$ cat config.mk
export PLATFORM = sky130hd
export DESIGN_NAME = dcache_ctrl
export DESIGN_NICKNAME = d
export VERILOG_FILES = /design/src/rtl/dcache_pkg.sv /design/src/rtl/dcache_merge.sv /design/src/rtl/dcache_ctrl.sv
export SDC_FILE = /design/constraint.sdc
export NUM_CORES = 1
export LEC_CHECK = 0
export CORE_AREA = 2 2 259 261
export DETAILED_ROUTE_END_ITERATION = 10
export DIE_AREA = 0 0 261 263
export HOLD_SLACK_MARGIN = 0.03
export SLEW_MARGIN = 5
export SYNTH_ARGS = -nofsm -noshare
export SYNTH_HDL_FRONTEND = slang
export SYNTH_SLANG_ARGS = --single-unit
$ cat constraint.sdc
create_clock -name clk -period 3.7 [get_ports clk]
set_input_delay 0.74 -clock clk [delete_from_list [all_inputs] [get_ports clk]]
set_output_delay 0.74 -clock clk [all_outputs]
set_load 0.02 [all_outputs]
$ cat src/rtl/dcache_pkg.sv
// Shared definitions for the data-cache controller.
// Holds the controller state encoding, the address field positions and the
// line, word and RAM geometry constants. These are used by dcache_ctrl and
// dcache_merge.
package dcache_pkg;

    localparam int IDX_W    = 5;                 // set index width (32 sets)
    localparam int TAG_W    = 7;                 // tag width
    localparam int LINE_W   = 128;               // line width in bits
    localparam int WORD_W   = 32;                // core word width
    localparam int ADDR_W   = 16;                // core byte address width
    localparam int NSETS    = 1 << IDX_W;
    localparam int LBYTES   = LINE_W / 8;        // bytes per line
    localparam int MADDR_W  = TAG_W + IDX_W;     // OCM line address width

    // Byte address layout: tag[15:9] | index[8:4] | word[3:2] | byte[1:0]
    localparam int TAG_LSB  = 9;
    localparam int IDX_LSB  = 4;
    localparam int WORD_LSB = 2;

    // RF_REQ is a reserved encoding that is never entered.
    typedef enum logic [2:0] {
        ST_IDLE    = 3'd0,
        ST_LOOKUP  = 3'd1,
        ST_WB      = 3'd2,
        ST_RF_REQ  = 3'd3,
        ST_FILL    = 3'd4,
        ST_FL_RD   = 3'd5,
        ST_FL_CHK  = 3'd6,
        ST_FL_DONE = 3'd7
    } state_t;

endpackage

$ cat src/rtl/dcache_merge.sv
// Combinational store merge and load word select for one cache line.
// Ports:
//   line_in  : line to merge into (data RAM read or OCM fill data)
//   word_sel : word within the line (addr[3:2])
//   wdata/be : store data and byte enables
//   we       : 1 for a store; with we = 0 the line passes through unchanged
//   line_out : line with the store bytes merged in
//   byte_en  : per-byte mask of the lanes written by the store (active high)
//   word_out : the selected 32-bit word of line_out
module dcache_merge
    import dcache_pkg::*;
(
    input  logic [LINE_W-1:0] line_in,
    input  logic [1:0]        word_sel,
    input  logic [WORD_W-1:0] wdata,
    input  logic [3:0]        be,
    input  logic              we,
    output logic [LINE_W-1:0] line_out,
    output logic [LBYTES-1:0] byte_en,
    output logic [WORD_W-1:0] word_out
);

    genvar gi;
    generate
        for (gi = 0; gi < LBYTES; gi++) begin : g_byte
            // Byte gi belongs to word gi/4, lane gi%4.
            assign byte_en[gi] = we && (word_sel == 2'(gi / 4)) && be[gi % 4];
            assign line_out[gi*8 +: 8] = byte_en[gi] ? wdata[(gi % 4)*8 +: 8]
                                                     : line_in[gi*8 +: 8];
        end
    endgenerate

    assign word_out = line_out[{word_sel, 5'd0} +: WORD_W];

endmodule

$ cat src/rtl/dcache_ctrl.sv
// Direct-mapped, write-back, write-allocate data cache controller.
// It has 32 sets of 16-byte lines and uses 16-bit byte addresses.
// Ports:
//   clk, rst_n            : clock, asynchronous active-low reset
//   req_* / resp_*        : core load/store request and one-cycle response
//   flush_req/flush_done  : write back + invalidate all sets, done pulse
//   tag_*                 : tag RAM macro (port A read, port B write), active-low enables
//   dm_*                  : data RAM macro, active-low enable and byte write enables
//   mem_*                 : OCM port B, line addressed, active-low enable/write
// Valid and dirty bits are held in flops because the RAM macros are not reset.
// All RAM controls and the response are decoded combinationally from the state.
module dcache_ctrl
    import dcache_pkg::*;
(
    input  logic                clk,
    input  logic                rst_n,
    input  logic                req_valid,
    output logic                req_ready,
    input  logic                req_we,
    input  logic [ADDR_W-1:0]   req_addr,
    input  logic [WORD_W-1:0]   req_wdata,
    input  logic [3:0]          req_be,
    output logic                resp_valid,
    output logic [WORD_W-1:0]   resp_rdata,
    input  logic                flush_req,
    output logic                flush_done,
    output logic                tag_cena,
    output logic [IDX_W-1:0]    tag_aa,
    input  logic [TAG_W-1:0]    tag_qa,
    output logic                tag_cenb,
    output logic [IDX_W-1:0]    tag_ab,
    output logic [TAG_W-1:0]    tag_db,
    output logic                dm_cen,
    output logic [LBYTES-1:0]   dm_wen,
    output logic [IDX_W-1:0]    dm_a,
    output logic [LINE_W-1:0]   dm_d,
    input  logic [LINE_W-1:0]   dm_q,
    output logic                mem_cen,
    output logic                mem_wen,
    output logic [MADDR_W-1:0]  mem_addr,
    output logic [LINE_W-1:0]   mem_wdata,
    input  logic [LINE_W-1:0]   mem_rdata
);

    state_t             state_reg;
    logic [NSETS-1:0]   valid_reg;
    logic [NSETS-1:0]   dirty_reg;
    logic [IDX_W-1:0]   fl_idx_reg;
    logic               we_reg;
    logic [TAG_W-1:0]   tag_reg;
    logic [IDX_W-1:0]   idx_reg;
    logic [1:0]         word_reg;
    logic [WORD_W-1:0]  wdata_reg;
    logic [3:0]         be_reg;

    logic [TAG_W-1:0]   req_tag;
    logic [IDX_W-1:0]   req_idx;
    logic               unused_addr_bits;
    logic               accept;
    logic               hit;
    logic               evict;
    logic               fl_dirty;
    logic [LINE_W-1:0]  merge_base;
    logic [LINE_W-1:0]  merged_line;
    logic [LBYTES-1:0]  merge_be;
    logic [WORD_W-1:0]  merged_word;

    assign req_tag          = req_addr[ADDR_W-1:TAG_LSB];
    assign req_idx          = req_addr[TAG_LSB-1:IDX_LSB];
    assign unused_addr_bits = &{1'b0, req_addr[WORD_LSB-1:0]};

    // A flush request takes priority: the request is left waiting in IDLE.
    assign accept   = (state_reg == ST_IDLE) && req_valid && !flush_req;
    assign hit      = valid_reg[idx_reg] && (tag_qa == tag_reg);
    assign evict    = valid_reg[idx_reg] && dirty_reg[idx_reg];
    assign fl_dirty = valid_reg[fl_idx_reg] && dirty_reg[fl_idx_reg];

    // A write hit merges into the line just read from the data RAM.
    // A fill merges into the line returned by the OCM.
    assign merge_base = (state_reg == ST_FILL) ? mem_rdata : dm_q;

    dcache_merge u_merge (
        .line_in  (merge_base),
        .word_sel (word_reg),
        .wdata    (wdata_reg),
        .be       (be_reg),
        .we       (we_reg),
        .line_out (merged_line),
        .byte_en  (merge_be),
        .word_out (merged_word)
    );

    always_comb begin
        req_ready  = (state_reg == ST_IDLE);
        resp_valid = 1'b0;
        resp_rdata = '0;
        flush_done = 1'b0;
        tag_cena   = 1'b1;
        tag_aa     = '0;
        tag_cenb   = 1'b1;
        tag_ab     = '0;
        tag_db     = '0;
        dm_cen     = 1'b1;
        dm_wen     = '1;
        dm_a       = '0;
        dm_d       = '0;
        mem_cen    = 1'b1;
        mem_wen    = 1'b1;
        mem_addr   = '0;
        mem_wdata  = '0;
        case (state_reg)
            ST_IDLE: begin
                if (accept) begin
                    tag_cena = 1'b0;
                    tag_aa   = req_idx;
                    dm_cen   = 1'b0;
                    dm_a     = req_idx;
                end
            end
            ST_LOOKUP: begin
                if (hit) begin
                    resp_valid = 1'b1;
                    if (we_reg) begin
                        dm_cen = 1'b0;
                        dm_wen = ~merge_be;
                        dm_a   = idx_reg;
                        dm_d   = merged_line;
                    end else begin
                        resp_rdata = merged_word;
                    end
                end else if (evict) begin
                    mem_cen   = 1'b0;
                    mem_wen   = 1'b0;
                    mem_addr  = {tag_qa, idx_reg};
                    mem_wdata = dm_q;
                end else begin
                    mem_cen  = 1'b0;
                    mem_addr = {tag_reg, idx_reg};
                end
            end
            ST_WB: begin
                mem_cen  = 1'b0;
                mem_addr = {tag_reg, idx_reg};
            end
            ST_FILL: begin
                dm_cen     = 1'b0;
                dm_wen     = '0;
                dm_a       = idx_reg;
                dm_d       = merged_line;
                tag_cenb   = 1'b0;
                tag_ab     = idx_reg;
                tag_db     = tag_reg;
                resp_valid = 1'b1;
                resp_rdata = merged_word;
            end
            ST_FL_RD: begin
                tag_cena = 1'b0;
                tag_aa   = fl_idx_reg;
                dm_cen   = 1'b0;
                dm_a     = fl_idx_reg;
            end
            ST_FL_CHK: begin
                if (fl_dirty) begin
                    mem_cen   = 1'b0;
                    mem_wen   = 1'b0;
                    mem_addr  = {tag_qa, fl_idx_reg};
                    mem_wdata = dm_q;
                end
            end
            ST_FL_DONE: flush_done = 1'b1;
            default: ;
        endcase
    end

    always_ff @(posedge clk or negedge rst_n) begin
        if (!rst_n) begin
            state_reg  <= ST_IDLE;
            valid_reg  <= '0;
            dirty_reg  <= '0;
            fl_idx_reg <= '0;
            we_reg     <= 1'b0;
            tag_reg    <= '0;
            idx_reg    <= '0;
            word_reg   <= '0;
            wdata_reg  <= '0;
            be_reg     <= '0;
        end else begin
            case (state_reg)
                ST_IDLE: begin
                    if (flush_req) begin
                        state_reg <= ST_FL_RD;
                    end else if (req_valid) begin
                        we_reg    <= req_we;
                        tag_reg   <= req_tag;
                        idx_reg   <= req_idx;
                        word_reg  <= req_addr[IDX_LSB-1:WORD_LSB];
                        wdata_reg <= req_wdata;
                        be_reg    <= req_be;
                        state_reg <= ST_LOOKUP;
                    end
                end
                ST_LOOKUP: begin
                    if (hit) begin
                        if (we_reg) dirty_reg[idx_reg] <= 1'b1;
                        state_reg <= ST_IDLE;
                    end else if (evict) begin
                        state_reg <= ST_WB;
                    end else begin
                        state_reg <= ST_FILL;
                    end
                end
                ST_WB:   state_reg <= ST_FILL;
                ST_FILL: begin
                    valid_reg[idx_reg] <= 1'b1;
                    dirty_reg[idx_reg] <= we_reg;
                    state_reg          <= ST_IDLE;
                end
                ST_FL_RD: state_reg <= ST_FL_CHK;
                ST_FL_CHK: begin
                    valid_reg[fl_idx_reg] <= 1'b0;
                    dirty_reg[fl_idx_reg] <= 1'b0;
                    if (fl_idx_reg == IDX_W'(NSETS - 1)) begin
                        state_reg <= ST_FL_DONE;
                    end else begin
                        fl_idx_reg <= fl_idx_reg + 1'b1;
                        state_reg  <= ST_FL_RD;
                    end
                end
                ST_FL_DONE: begin
                    fl_idx_reg <= '0;
                    state_reg  <= ST_IDLE;
                end
                default: state_reg <= ST_IDLE;
            endcase
        end
    end

endmodule

# Word level (Yosys, flattened, before mapping)
# Index checks and enable logic that the tools add are counted.
# totals
regBits	123
latchBits	0
mem_bits_rw	0
mem_bits_ro	0
inputBits	320
output_inout_bits	346
word_cells	155
n_memories	0
# classes
n_addsub	1
multipliers	0
n_div	0
n_lt_le_gt_ge	4
eq_ne	15
shifts	1
muxes	80
n_bitwise	7
reduce_logical	37
# ops
op	count
$mux W128	6
$pmux W128 S2	2
$mux W32	4
$mux W8	16
$pmux W32 S2	2
$shiftx A128 B8 Y32	1
$pmux W32 S3	1
$and A32 B32 Y32	2
$or A32 B32 Y32	2
$mux W12	3
$pmux W12 S3	1
$bwmux W32	1
$mux W16	2
$not A32 Y32	1
$pmux W16 S2	1
$logic_and A1 B1 Y1	27
$mux W5	5
$bmux W1 S5	4
$pmux W5 S2	2
$pmux W5 S4	1
$not A16 Y16	1
$mux W1	15
$pmux W3 S5	1
$eq A3 B3 Y1 const B	4
26 further kinds	40

# Logic depth before layout (Yosys ltp)
# depth
depth_word	8
depth_mapped	13

# Modules after synthesis
# From an unflattened synthesis, not the netlist that was laid out.
# unflattened
hier_cells	1691
hier_area_um2	13514.2
# by_module_without_submodules
module	instances	cells_per_inst	area_each_um2	seq_area_each_um2
dcache_ctrl	1	1447	10606.4	3078.0
dcache_merge	1	244	2907.8	0.0

# Worst setup path before layout
# No wires, ideal clock.
# synth_path
path_type	input port to output port
startpoint	input tag_qa[6]
endpoint	output dm_wen[11]
arrival_ns	2.489
required_time_ns	2.960
setup_slack_ns	0.471
stages	6
n_path_buf	1
path_cell_list	xor2_1 -> nor4_2 -> and2_1 -> a21o_1 -> clkbuf_1 -> o21ai_0
# synth_via
elab_chain_cells	4
# synth_rtl
element	line_no	text
start, declared	dcache_ctrl.sv:29	input logic [TAG_W-1:0] tag_qa,
$eq A7 B7 Y1	dcache_ctrl.sv:74	assign hit = valid_reg[idx_reg] && (tag_qa == tag_reg);
$logic_and A1 B1 Y1	dcache_ctrl.sv:74	
$mux W16	dcache_ctrl.sv:121	if (hit) begin
$pmux W16 S2	dcache_ctrl.sv:111	case (state_reg)
end, declared	dcache_ctrl.sv:34	output logic [LBYTES-1:0] dm_wen,
# Every way passes these cells.

# Worst setup path in the final report
# layout_path
startpoint	register idx_reg[1]
endpoint	output dm_d[98]
# layout_via
elab_chain_cells	5
# layout_rtl
element	line_no	text
start, declared	dcache_ctrl.sv:51	logic [IDX_W-1:0] idx_reg;
start signal, assigned	dcache_ctrl.sv:195	idx_reg <= req_idx;
$bmux W1 S5	dcache_ctrl.sv:74	
$mux W1 (implied by the code)	dcache_ctrl.sv:74	
$logic_and A1 B1 Y1	dcache_ctrl.sv:74	
$mux W128	dcache_ctrl.sv:121	
$pmux W128 S2	dcache_ctrl.sv:111	
end, declared	dcache_ctrl.sv:36	output logic [LINE_W-1:0] dm_d,
# Every way passes these cells. The select of a mux whose other input is x is not followed.

==> impl_results.md <==
* Highest Signal Layer: met5
* Synth area leader: dfrtp_1
* Clk root buf: clkbuf_16
* GRT Total Usage at 23.2%
* Yosys reg bits at 123
* Syn Area/Cell at 7.13 µm²
* Count of filler cells inserted in the layout at 7033
* Area grow syn2layout at 88.8%
* Sw Share at 50.6%
* Hold WC Path Type: input port to async pin
* WL met3 at 7520 µm
* Total power draw at 21.0 mW
* WP buf/inv at 7
* Post-Route WL at 84500 µm
* IO Count at 666
* Worst Path Required at 2.96 ns
* R2R Path End: dirty_reg[22]
* Met2 wire len at 40400 µm
* Setup crit end: dm_d[98]
* Worst setup margin at -0.313 ns
* Nets at 2895
* Critical path class: register to output port
* DP Worst Slack at -0.574 ns
* Vias in the first global route at 16600
* Top Family by Delay on Critical Path: buffers and inverters
* Drt drc at 0
* Clock period minus worst slack at 4.01 ns
* Worst R2R Setup Slack at 0.26 ns
* Share of cells above drive strength 1 at 34.8%
* Startpoint class of the critical path: register
* Largest net degree at the start of global routing at 70
* Final setup skew at 0.0136 ns
* PortBufs at 663
* Clk buf depth at 2
* EDFF count, synth at 0
* Post-route insts no fill at 3454
* Clk sinks at 123
* DRT iter0 DRCs at 1549
* Cell mode on critical path: buf_6
* Final Max Tran Viols at 0
* WL/cell at 24.5 µm
* Slew HR at 44.9%
* Final Cycle Share at 108%
* P_leak at 10.1 nW
* Placed cells at 3371
* Sw Pwr at 10.6 mW
* R2R depth at 13
* H-tree Lvls at 4
* Maximum VDD drop at 0.000404 V
* Max incr delay on CP at 0.47 ns
* Via Count at 16700
* Reg clk slew, reported paths at 0.07 ns
* RR Startpoint: idx_reg[2]
* CTS tree: done
* DIE AREA at 68600 µm²
* Crit. End Element: output port
* Worst-Skew Late Latency at 0.48 ns
* Status: finished with violations
* Yosys top cell area share at 25.4%
* Post-route cell area at 22900 µm²
* CP Launch Point: idx_reg[1]
* Final Hold Fails at 0
* Synth unique cells at 60
* RSZ-0062 raised after global routing: yes
* Async set-reset flop share out of synthesis at 100%
* Final ANT Viol Nets at 0
* Critical Path Stages at 13
* Slowest CP cell: dfrtp_2
* Final Wtd Congestion at 0.989
* CP arrival at 3.27 ns
* Via density per instance at 4.85
* Failing checks: negative setup slack
* Mapped Area at 12100 µm²
* Synthesized instance count at 1701
* Metal-1 WL at 32500 µm
* Die height at 263 µm
* Max cap viols at 0
* Synth top area cells: dfrtp_1, nand2_1, a21oi_1
* Final-report setup violation count at 324
* Clk pwr share at 9.1%
* WHS at 0.250 ns
* Final Util at 34.9%
* Seq/Total Area, Yosys at 25.4%
* Grt ovf at 0
* DRT Pass-1 Iters at 6
* # rows at 94
* Top_reg_cell synth: dfrtp_1
* Mapped Nets at 2026
* CTS Hold Buffers Added at 0
* Comb pwr share at 77.6%
* Worst-path cell chain: buf_6 > mux2i_1 > o22ai_2 > nor4_4 > mux2i_4 > buf_6 > a41oi_4 > buf_12 > buf_16 > buf_12 > buf_8 > nor2_4 > buf_6
* DP HPWL at 64900 µm
* Initial antenna violation count at 17
* First-pass GRT wire length at 116000 µm
* Fmax at 249 MHz
* CTS Buf Count at 17
* Initial Util at 18.5%
* Power Internal at 10.4 mW
* Setup TNS at -55.19 ns
* CP max FO at 8
* Seq pwr share at 13.4%
* Placed Area at 21800 µm²
* Die X at 261 µm
* Actual slew at the worst max-slew pin at 0.827 ns
* PwrDens at 917 nW/µm²
* Yosys warns at 0
* Core region area at 65600 µm²
cells in the mapped netlist, types with 3 or more instances:
master / n
a21oi_1: 268
a22o_1: 12
and2_1: 153
and3_1: 8
buf_1: 3
buf_2: 48
buf_4: 12
buf_6: 9
clkbuf_1: 88
dfrtp_1: 123
ha_1: 5
inv_1: 10
mux2_2: 47
mux2i_1: 64
mux4_2: 32
nand2_1: 371
nand2b_1: 12
nand3_1: 26
nand3b_1: 10
nand4_1: 4
nor2_1: 188
nor3_1: 15
nor3b_1: 5
nor4_1: 7
nor4_2: 4
o211ai_1: 10
o21ai_0: 57
o21ai_1: 17
o21ai_2: 8
o21bai_1: 6
o221ai_1: 4
o22ai_1: 13
o32ai_1: 9
or3_1: 14
or3b_1: 3
xnor2_1: 5
xor2_1: 4
cell usage in the layout, fill, tap and decap left out, types with 6 or more instances in the layout:
cell type / count
a21oi_1: 266
a22o_1: 8
and2_1: 114
and2_4: 36
and3_1: 8
buf_12: 47
buf_16: 6
buf_2: 70
buf_4: 293
buf_6: 64
buf_8: 8
clkbuf_16: 27
clkbuf_2: 145
clkdlybuf4s50_1: 337
dfrtp_1: 117
dfrtp_2: 6
diode_2: 7
dlygate4sd2_1: 20
inv_1: 9
mux2_2: 47
mux2i_1: 33
mux2i_2: 12
mux2i_4: 20
mux4_2: 32
nand2_1: 371
nand2b_1: 12
nand3_1: 25
nand3b_1: 10
nor2_1: 175
nor2_2: 8
nor3_1: 15
o211ai_1: 10
o21ai_0: 55
o21ai_1: 19
o21ai_2: 8
o21bai_1: 6
o22ai_2: 7
or3_1: 13
worst min-delay path by stage:
stage                              from             to  slack, ns
after detailed placement  valid_reg[28]  valid_reg[28]       0.49
after CTS                         rst_n     tag_reg[3]       0.25
final                             rst_n     idx_reg[0]       0.25
after global routing              rst_n     idx_reg[0]       0.28
after global placement    valid_reg[28]  valid_reg[28]       0.49
after floorplan                   rst_n      be_reg[0]       0.44
power groups by stage:
stage | clock network [mW] | logic (mW) | registers [mW]
floorplan | 0 | 7.65 | 2.39
global placement | 0 | 15.3 | 2.68
detailed placement | 0 | 15.2 | 2.70
CTS | 1.96 | 15.3 | 2.72
global route | 2.01 | 17.2 | 2.89
finish | 1.91 | 16.3 | 2.81
cell type report:
cell class                 count  area [µm²]  area share, %
clock buffer                  17         425           1.86
timing repair buffer        1010        9130           39.9
multi-input combinational   1406        8910           38.9
tap                          864        1080           4.72
inverter                      12        50.0          0.219
clock inverter                15         203          0.885
antenna                        7        17.5         0.0765
sequential                   123        3090           13.5
worst reg2reg max path: cells and delay by family (launching register included):
family,cells,cell delay [ns]
multiplexers,1,0.26
AND/OR/NAND/NOR,3,1.12
AO/OA/AOI/OAI,3,0.58
flip-flops,1,0.40
buffers and inverters,6,1.01
what timing repair did:
action                     CTS  global route
setup endpoints to repair  324           324
buffers inserted            12            18
pin swaps                   10            49
cloned                       6            11
gates resized for setup    499           780
cells by family (layout without fill, tap and decap cells):
| family | Yosys count | in the layout | share of synthesized area [%] |
|---|---|---|---|
| XOR/XNOR | 9 | 9 | 0.650 |
| flip-flops | 123 | 123 | 25.4 |
| AND/OR/NAND/NOR | 831 | 831 | 31.6 |
| other | 0 | 7 | 0 |
| AO/OA/AOI/OAI | 417 | 417 | 19.3 |
| adder cells (fa/ha/maj) | 5 | 5 | 0.516 |
| multiplexers | 144 | 144 | 15.8 |
| buffers and inverters | 172 | 1054 | 6.75 |
layer usage:
metal  vias up  global-route usage, %
met5         -                      0
met4        12                   10.4
met3       191                   5.98
met2       965                   38.4
met1      7986                   28.2
li1       7585                      -
Power figures use the tool's default switching activity.
